### src/rtl/multi_accum_looper_pkg.sv
// rtl/multi_accum_looper_pkg.sv - shared widths, loop dimensions and looper FSM states
package TauCfg;
  localparam int DIM           = 2;
  localparam int WORK_BW       = 8;
  localparam int AOFS_FRAC_BW  = 4;
  localparam int AOFS_SHAMT_BW = 3;

  typedef enum logic [1:0] {
    ST_IDLE,
    ST_LOAD,
    ST_BCAST
  } looper_state_e;
endpackage

### src/rtl/multi_accum_looper_odometer.sv
// rtl/multi_accum_looper_odometer.sv - per-dimension step/compare/wrap, innermost dimension DIM-1
module accum_odometer
  import TauCfg::*;
#(
  parameter int DIM   = TauCfg::DIM,
  parameter int WBW   = TauCfg::WORK_BW,
  parameter int AF_BW = TauCfg::AOFS_FRAC_BW,
  parameter int AS_BW = TauCfg::AOFS_SHAMT_BW
) (
  input  logic [WBW-1:0]   aofs          [DIM],
  input  logic [AF_BW-1:0] agrid_frac    [DIM],
  input  logic [AS_BW-1:0] agrid_shamt   [DIM],
  input  logic [WBW-1:0]   agrid_last    [DIM],
  output logic [WBW-1:0]   aofs_nxt      [DIM],
  output logic             wrap_all
);
  always_comb begin
    logic           carry;
    logic [WBW-1:0] step;
    logic [WBW:0]   sum;
    carry = 1'b1;
    step  = '0;
    sum   = '0;
    for (int d = DIM - 1; d >= 0; d--) begin
      step        = WBW'(agrid_frac[d]) << agrid_shamt[d];
      sum         = {1'b0, aofs[d]} + {1'b0, step};
      aofs_nxt[d] = aofs[d];
      if (carry) begin
        // A zero step would never leave 0, so it is treated as a one-pass dimension.
        if (step != '0 && sum <= {1'b0, agrid_last[d]}) begin
          aofs_nxt[d] = sum[WBW-1:0];
          carry       = 1'b0;
        end else begin
          aofs_nxt[d] = '0;
        end
      end
    end
    wrap_all = carry;
  end
endmodule

### src/rtl/multi_accum_looper.sv
// rtl/multi_accum_looper.sv - iterates a multi-dimensional offset grid and broadcasts each tuple
module multi_accum_looper
  import TauCfg::*;
#(
  parameter int N_DST = 3,
  parameter int DIM   = TauCfg::DIM,
  parameter int WBW   = TauCfg::WORK_BW,
  parameter int AF_BW = TauCfg::AOFS_FRAC_BW,
  parameter int AS_BW = TauCfg::AOFS_SHAMT_BW
) (
  input  logic             i_clk,
  input  logic             i_rst,
  input  logic             src_rdy,
  output logic             src_ack,
  input  logic [WBW-1:0]   i_bofs        [DIM],
  input  logic [AF_BW-1:0] i_agrid_frac  [DIM],
  input  logic [AS_BW-1:0] i_agrid_shamt [DIM],
  input  logic [WBW-1:0]   i_agrid_last  [DIM],
  input  logic [WBW-1:0]   i_aboundary   [DIM],
  input  logic [WBW-1:0]   i_alocal_last [DIM],
  input  logic [N_DST-1:0] i_dst_en,
  output logic [N_DST-1:0] dst_rdy,
  input  logic [N_DST-1:0] dst_ack,
  output logic [WBW-1:0]   o_bofs        [DIM],
  output logic [WBW-1:0]   o_aofs        [DIM],
  output logic [WBW-1:0]   o_alast       [DIM],
  output logic             blkdone_dval
);
  looper_state_e  state;
  logic [N_DST-1:0] en_q;
  logic [N_DST-1:0] done;
  logic [WBW-1:0]   aofs     [DIM];
  logic [WBW-1:0]   aofs_nxt [DIM];
  logic             wrap_all;
  logic             tuple_done;
  logic             blk_last;

  accum_odometer #(
    .DIM   (DIM),
    .WBW   (WBW),
    .AF_BW (AF_BW),
    .AS_BW (AS_BW)
  ) u_odometer (
    .aofs        (aofs),
    .agrid_frac  (i_agrid_frac),
    .agrid_shamt (i_agrid_shamt),
    .agrid_last  (i_agrid_last),
    .aofs_nxt    (aofs_nxt),
    .wrap_all    (wrap_all)
  );

  assign dst_rdy      = (state == ST_BCAST) ? (en_q & ~done) : '0;
  // With no destinations enabled the pending set is empty, so tuples retire one per cycle.
  assign tuple_done   = (state == ST_BCAST) && ((en_q & ~done & ~dst_ack) == '0);
  assign blk_last     = tuple_done && wrap_all;
  assign src_ack      = blk_last;
  assign blkdone_dval = blk_last;

  always_ff @(posedge i_clk) begin
    if (i_rst) begin
      state <= ST_IDLE;
      en_q  <= '0;
      done  <= '0;
      for (int d = 0; d < DIM; d++) aofs[d] <= '0;
    end else begin
      case (state)
        ST_IDLE: begin
          if (src_rdy) state <= ST_LOAD;
        end
        ST_LOAD: begin
          en_q  <= i_dst_en;
          done  <= '0;
          for (int d = 0; d < DIM; d++) aofs[d] <= '0;
          state <= ST_BCAST;
        end
        ST_BCAST: begin
          if (tuple_done) begin
            done <= '0;
            for (int d = 0; d < DIM; d++) aofs[d] <= aofs_nxt[d];
            if (wrap_all) state <= ST_IDLE;
          end else begin
            done <= done | (dst_rdy & dst_ack);
          end
        end
        default: state <= ST_IDLE;
      endcase
    end
  end

  always_comb begin
    logic [WBW:0] sum;
    sum = '0;
    for (int d = 0; d < DIM; d++) begin
      o_bofs[d] = i_bofs[d];
      o_aofs[d] = aofs[d];
      // The extra sum bit makes an overflowing span compare above any boundary.
      sum = {1'b0, aofs[d]} + {1'b0, i_alocal_last[d]};
      o_alast[d] = (sum > {1'b0, i_aboundary[d]}) ? i_aboundary[d] : sum[WBW-1:0];
    end
  end
endmodule

### config.mk
export PLATFORM = sky130hd
export DESIGN_NAME = multi_accum_looper
export DESIGN_NICKNAME = d
export VERILOG_FILES = /design/src/rtl/multi_accum_looper_pkg.sv /design/src/rtl/multi_accum_looper_odometer.sv /design/src/rtl/multi_accum_looper.sv
export SDC_FILE = /design/constraint.sdc
export NUM_CORES = 1
export LEC_CHECK = 0
export CORE_MARGIN = 4
export CORE_UTILIZATION = 47
export DETAILED_ROUTE_END_ITERATION = 10
export PLACE_DENSITY = 0.8
export SETUP_SLACK_MARGIN = 0.15
export SYNTH_ARGS = -nofsm -noshare
export SYNTH_HDL_FRONTEND = slang
export SYNTH_HIERARCHICAL = 1
export SYNTH_SLANG_ARGS = --single-unit
### constraint.sdc
create_clock -name i_clk -period 5.8 [get_ports i_clk]
set_input_delay 0.58 -clock i_clk [delete_from_list [all_inputs] [get_ports i_clk]]
set_output_delay 0.58 -clock i_clk [all_outputs]
set_load 0.05 [all_outputs]
Yosys cells after proc, flatten, opt, wreduce, memory -nomap -nowiden
Index checks and enable logic that the tools add are counted.
{"block": "totals", "inputBits": 87, "regBits": 24, "elab_cells": 56}
{"block": "op_classes", "n_lt_le_gt_ge": 4, "eq_ne": 6, "muxes": 17, "n_shift": 2, "bitwise_logic": 6, "n_addsub": 4, "n_reduce_logical": 12}
{"operator": "two-way mux 8 bit", "count": 5}
{"operator": "adder 8 x 8 -> 9 bit", "count": 4}
{"operator": "case mux 16 bit (2 select lines)", "count": 1}
{"operator": "greater-than comparator 9 x 8 -> 1 bit", "count": 2}
{"operator": "less-or-equal comparator 9 x 8 -> 1 bit", "count": 2}
{"operator": "two-way mux 16 bit", "count": 1}
{"operator": "nonzero test 8 bit", "count": 2}
{"operator": "left shift 4 x 3 -> 8 bit", "count": 2}
{"operator": "AND 3 bit", "count": 3}
{"operator": "inequality test 2 bit, second input constant", "count": 4}
{"operator": "two-way mux 2 bit", "count": 3}
{"operator": "two-way mux 3 bit", "count": 2}
{"operator": "NOT 3 bit", "count": 2}
{"operator": "case mux 2 bit (3 select lines)", "count": 1}
{"operator": "case mux 3 bit (2 select lines)", "count": 1}
{"operator": "AND reduction 3 bit", "count": 2}
{"operator": "logical AND 1 bit", "count": 4}
{"operator": "zero test 3 bit", "count": 1}
{"operator": "two-way mux 1 bit", "count": 3}
{"operator": "OR 3 bit", "count": 1}
{"operator": "== test 2 x 1 -> 1 bit, second input constant", "count": 1}
{"operator": "== test 2 bit, second input constant", "count": 1}
{"operator": "zero test 2 bit", "count": 1}
{"operator": "AND reduction 2 bit", "count": 1}
{"operator": "nonzero test 2 bit", "count": 1}

Depth between registers and ports, before layout
{"block": "logic_depth", "word_depth": 10, "depth_mapped": 23, "ltp_nobuf": 21}

Modules after synthesis
The synthesis kept the hierarchy.
{"module": "multi_accum_looper", "cells_per_inst": 276, "seq_area_each_um2": 480.5, "area_per_inst_um2": 2351.0, "instances": 1}
{"module": "accum_odometer", "cells_per_inst": 227, "seq_area_each_um2": 0.0, "area_per_inst_um2": 1656.6, "instances": 1}

Worst setup path before layout
Ideal clock, no wire load.
{"block": "synth_timing", "path_kind": "input to output", "from": "input port i_agrid_shamt[3] in the netlist's numbering", "to": "output port src_ack", "path_stages": 17, "slack_ns": 0.969, "arrival_time_ns": 4.251, "path_cell_list": "buf_2 > mux2_2 > o21ai_0 > nor2_1 > ha_1 > a21oi_1 > nand2_1 > a31oi_1 > xnor2_1 > ha_1 > and4_1 > a21boi_0 > o41ai_1 > o311ai_2 > nor2b_1 > and3_1 > buf_4"}
{"block": "synth_via", "elab_chain_cells": 7, "word_cells_on_any_way": 8, "classes_between": "add/sub: 1; order compare: 1; shift: 1; mux: 2; reduce/logical: 3"}
{"element": "start, declared", "line": "multi_accum_looper.sv:17", "source": "input logic [AS_BW-1:0] i_agrid_shamt [DIM],"}
{"element": "left shift 4 x 3 -> 8 bit (*)", "line": "multi_accum_looper_odometer.sv:25", "source": "step = WBW'(agrid_frac[d]) << agrid_shamt[d];"}
{"element": "adder 8 x 8 -> 9 bit", "line": "multi_accum_looper_odometer.sv:26", "source": "sum = {1'b0, aofs[d]} + {1'b0, step};"}
{"element": "less-or-equal comparator 9 x 8 -> 1 bit", "line": "multi_accum_looper_odometer.sv:30", "source": "if (step != '0 && sum <= {1'b0, agrid_last[d]}) begin"}
{"element": "logical AND 1 bit (*)", "line": "multi_accum_looper_odometer.sv:30"}
{"element": "two-way mux 1 bit (*)", "line": "multi_accum_looper_odometer.sv:30"}
{"element": "two-way mux 1 bit (*)", "line": "multi_accum_looper_odometer.sv:28", "source": "if (carry) begin"}
{"element": "via wrap_all", "line": "multi_accum_looper.sv:34", "source": "logic wrap_all;"}
{"element": "logical AND 1 bit (*)", "line": "multi_accum_looper.sv:55", "source": "assign blk_last = tuple_done && wrap_all;"}
{"element": "end, declared", "line": "multi_accum_looper.sv:14", "source": "output logic src_ack,"}
Mark *: on every way through the listed nets, which the timed path passes. The rest lies on a longest branch.

Worst setup path after layout
{"block": "layout_timing", "from": "input port i_agrid_shamt[0] in the netlist's numbering", "to": "output port blkdone_dval"}
{"block": "layout_via", "elab_chain_cells": 8, "word_cells_on_any_way": 9, "classes_between": "add/sub: 1; order compare: 1; shift: 1; mux: 3; reduce/logical: 3"}
{"element": "left shift 4 x 3 -> 8 bit (*)", "line": "multi_accum_looper_odometer.sv:25"}
{"element": "adder 8 x 8 -> 9 bit", "line": "multi_accum_looper_odometer.sv:26"}
{"element": "less-or-equal comparator 9 x 8 -> 1 bit", "line": "multi_accum_looper_odometer.sv:30"}
{"element": "logical AND 1 bit (*)", "line": "multi_accum_looper_odometer.sv:30"}
{"element": "two-way mux 1 bit (2 in a row)", "line": "multi_accum_looper_odometer.sv:30"}
{"element": "two-way mux 1 bit (*)", "line": "multi_accum_looper_odometer.sv:28"}
{"element": "via wrap_all", "line": "multi_accum_looper.sv:34"}
{"element": "logical AND 1 bit (*)", "line": "multi_accum_looper.sv:55"}
{"element": "end, declared", "line": "multi_accum_looper.sv:27", "source": "output logic blkdone_dval"}
Marks and branches as above.

==> qor.txt <==
Synth Area in Adders: 23.2%
Tot Pwr: 0.804 mW
Slew Limit Headroom: 42.9%
pre-CTS setup slack: 373 ps
crit path setup slack, layout: 472 ps
CTS clk-pin slew, worst paths: 90 ps
Post-CTS Hold Fix Bufs: 0
highest-count cells in the layout ignoring fill and taps: clkdlybuf4s50_1, ha_1, inv_1
Slew Limit Fails: 0
Final nets: 741
register bit count reported by yosys: 24
final setup violation count: 0
GP Congestion: 0.918
post-CTS setup buffers: 0
total clock sinks: 24
CP Data Required Time: 5220 ps
Mean Syn Cell Area: 7.97 um^2
TritonCTS buffer count: 3
filler-free cell count of the finished design: 686
Overflow after GRT: 0
Final Hold Viols: 0
worst path bufs/invs: 2
core footprint: 8260 um^2
yosys warns: 6
Port Buffers: 107
Max Root-Sink Buffers: 2
register area: 480 um^2
H-tree level count: 1
dpl cell area: 4980 um^2
Die X: 100 um
Largest delay share family, worst path: compound AO/OA/AOI/OAI gates
Vias: 3909
EDFF count, synth: 0
Starting Density: 48.5%
Syn Nets: 662
fin util: 61.3%
mux share of post-synthesis cell area: 8.84%
area fraction in compound gates after synthesis: 22.5%
fraction of layout cells with a size suffix above 1: 7.40%
# IOs: 140
placed cell count: 682
Crit path largest cell delay: 690 ps
area delta synth->final: 26.4%
unrepaired setup endpoints after global routing: false
CTS tree: yes
Hold Slack: 511 ps
first-pass GRT wire length: 17.1 mm
ant diodes: 0
vias in the first global route: 3777
Max Fclk: 0.188 GHz
CP startpoint kind: input pin
die area: 10100 um^2
final WL: 10.3 mm
Final min period: 5330 ps
fillcell total: 731
number of remaining DRC errors: 0
register area share after synthesis: 12.0%
Final period util: 91.9%
WS Path Type: input pin to output port
ys flop type: dfxtp_1
Global Route Usage Sum: 20.1%
Pleak: 2.34 nW
Netlist cell types: 59
commonest non-fill, non-tap cell in the layout: clkdlybuf4s50_1
Iter 0 DRT Violations: 257
critical-path cell list: clkdlybuf4s50_1, mux2i_1, nor3_1, ha_1, a21o_1, a21oi_1, o21ai_0, nor2_1, xnor2_1, ha_1, nand4_1, a21oi_1, o31a_1, o22ai_1, and3_1, nor2b_1, and3_1, buf_4
CP Max Fanout: 12
Mapped Cells: 503
DR vias/cell: 5.70
xor/xnor cell area share of the yosys netlist: 5.03%
status: complete, no violations
combinational family with the most area after synthesis: adder cells
Max VDD drop: 0.153 mV
area of the multi-input gates: 3100 um^2
Least-Margin Pin Slew: 854 ps
largest net degree at the start of global routing: 23
DP HPWL: 8.55 mm
Post-Syn Area: 4010 um^2
Detail Route Antenna Nets: 0
async set-reset flop share out of synthesis: 0%
Post-Synth Simple-Gate Area: 17.6%
power density over the cells: 159 nW/um^2
Pre-antenna DRT Iters: 4
row cnt: 33
Worst-Skew Late Latency: 270 ps
max_cap viols: 0
Routed WL per cell: 15.0 um
Worst setup EP type: output port
Layout Skew: 4.63 ps
R2R Setup Slk: 2030 ps
final instance area: 5060 um^2
slowest stage cell on the critical path: clkdlybuf4s50_1
clk root buf: clkbuf_8
initial antenna violation count: 0
HP Class: register to register
post-route setup TNS: 0 ps
crit path DAT: 4750 ps
Die Ht: 100 um
path summary, 6_finish.rpt:
check                      endpoint                   start  depth (start not counted)
max                    blkdone_dval        i_agrid_shamt[0]                         18
min            done[0]$_SDFFE_PP0P_    done[0]$_SDFFE_PP0P_                          2
max reg2reg  o_aofs[8]$_SDFFE_PP0P_  o_aofs[8]$_SDFFE_PP0P_                         15
min reg2reg    done[0]$_SDFFE_PP0P_    done[0]$_SDFFE_PP0P_                          2
where the power goes:
part | internal, mW | switching [mW]
clock | 0.0924 | 0.0569
sequential | 0.175 | 0.0102
combinational | 0.206 | 0.263
what timing repair did:
action                                  CTS  global route
endpoints found under the setup margin    0             2
resized for setup                         0             4
endpoints found under the hold margin     0             0
cells in the mapped netlist (7+ instances only):
master,n,area share (%)
a211oi_1,7,1.3
mux2_4,8,3.0
a21oi_1,37,4.6
and2_1,11,1.7
mux2i_1,11,2.7
inv_1,52,4.9
a22o_1,8,1.7
nand2_1,36,3.4
dfxtp_1,24,12
mux2_2,11,3.1
nor3_1,7,0.87
ha_1,68,21
nor2_1,27,2.5
buf_4,18,3.4
xnor2_1,18,3.9
a21o_1,10,1.9
o21ai_0,16,2.0
nand3_1,21,2.6
registers in the layout (all words and copies together) (netlist names):
name,flops
done,3
en_q,3
state,2
o_aofs,16
cell type report:
| cell class | instances | area share, % |
|---|---|---|
| sequential | 24 | 9.49 |
| timing repair buffer | 109 | 21.4 |
| inverter | 52 | 3.85 |
| clock inverter | 1 | 0.593 |
| tap | 105 | 2.59 |
| multi-input combinational | 392 | 61.3 |
| clock buffer | 3 | 0.815 |
metal layers:
metal	wire length, um	up-vias	part of all wire, %	global-route usage (%)
met3	624	20	6.1	2.78
met1	4610	1821	45	26.1
met5	0	-	0	0
met4	165	0	1.6	4.56
li1	-	1944	-	-
met2	4890	124	48	35.2
worst register-to-register path: stages, from the launching register on:
cell and delay, ps:
dfxtp_1 380, ha_1 260, fa_1 400, nand3_1 120, nand2_1 100, a31oi_1 200, xnor2_1 180, ha_1 280
and4_1 220, a21boi_0 130, o41ai_1 380, o311ai_2 220, a31oi_2 400, a22o_1 190, nand2_1 50, a21oi_1 150
kinds of logic after synthesis:
kind of cell	count (synthesis)
and+or+nand+nor	139
AOI/OAI and AO/OA	128
xor gates and xnor gates	23
DFF	24
buffers and inverters	87
muxes	30
adders and majority gates	72
Power figures use the tool's default switching activity.
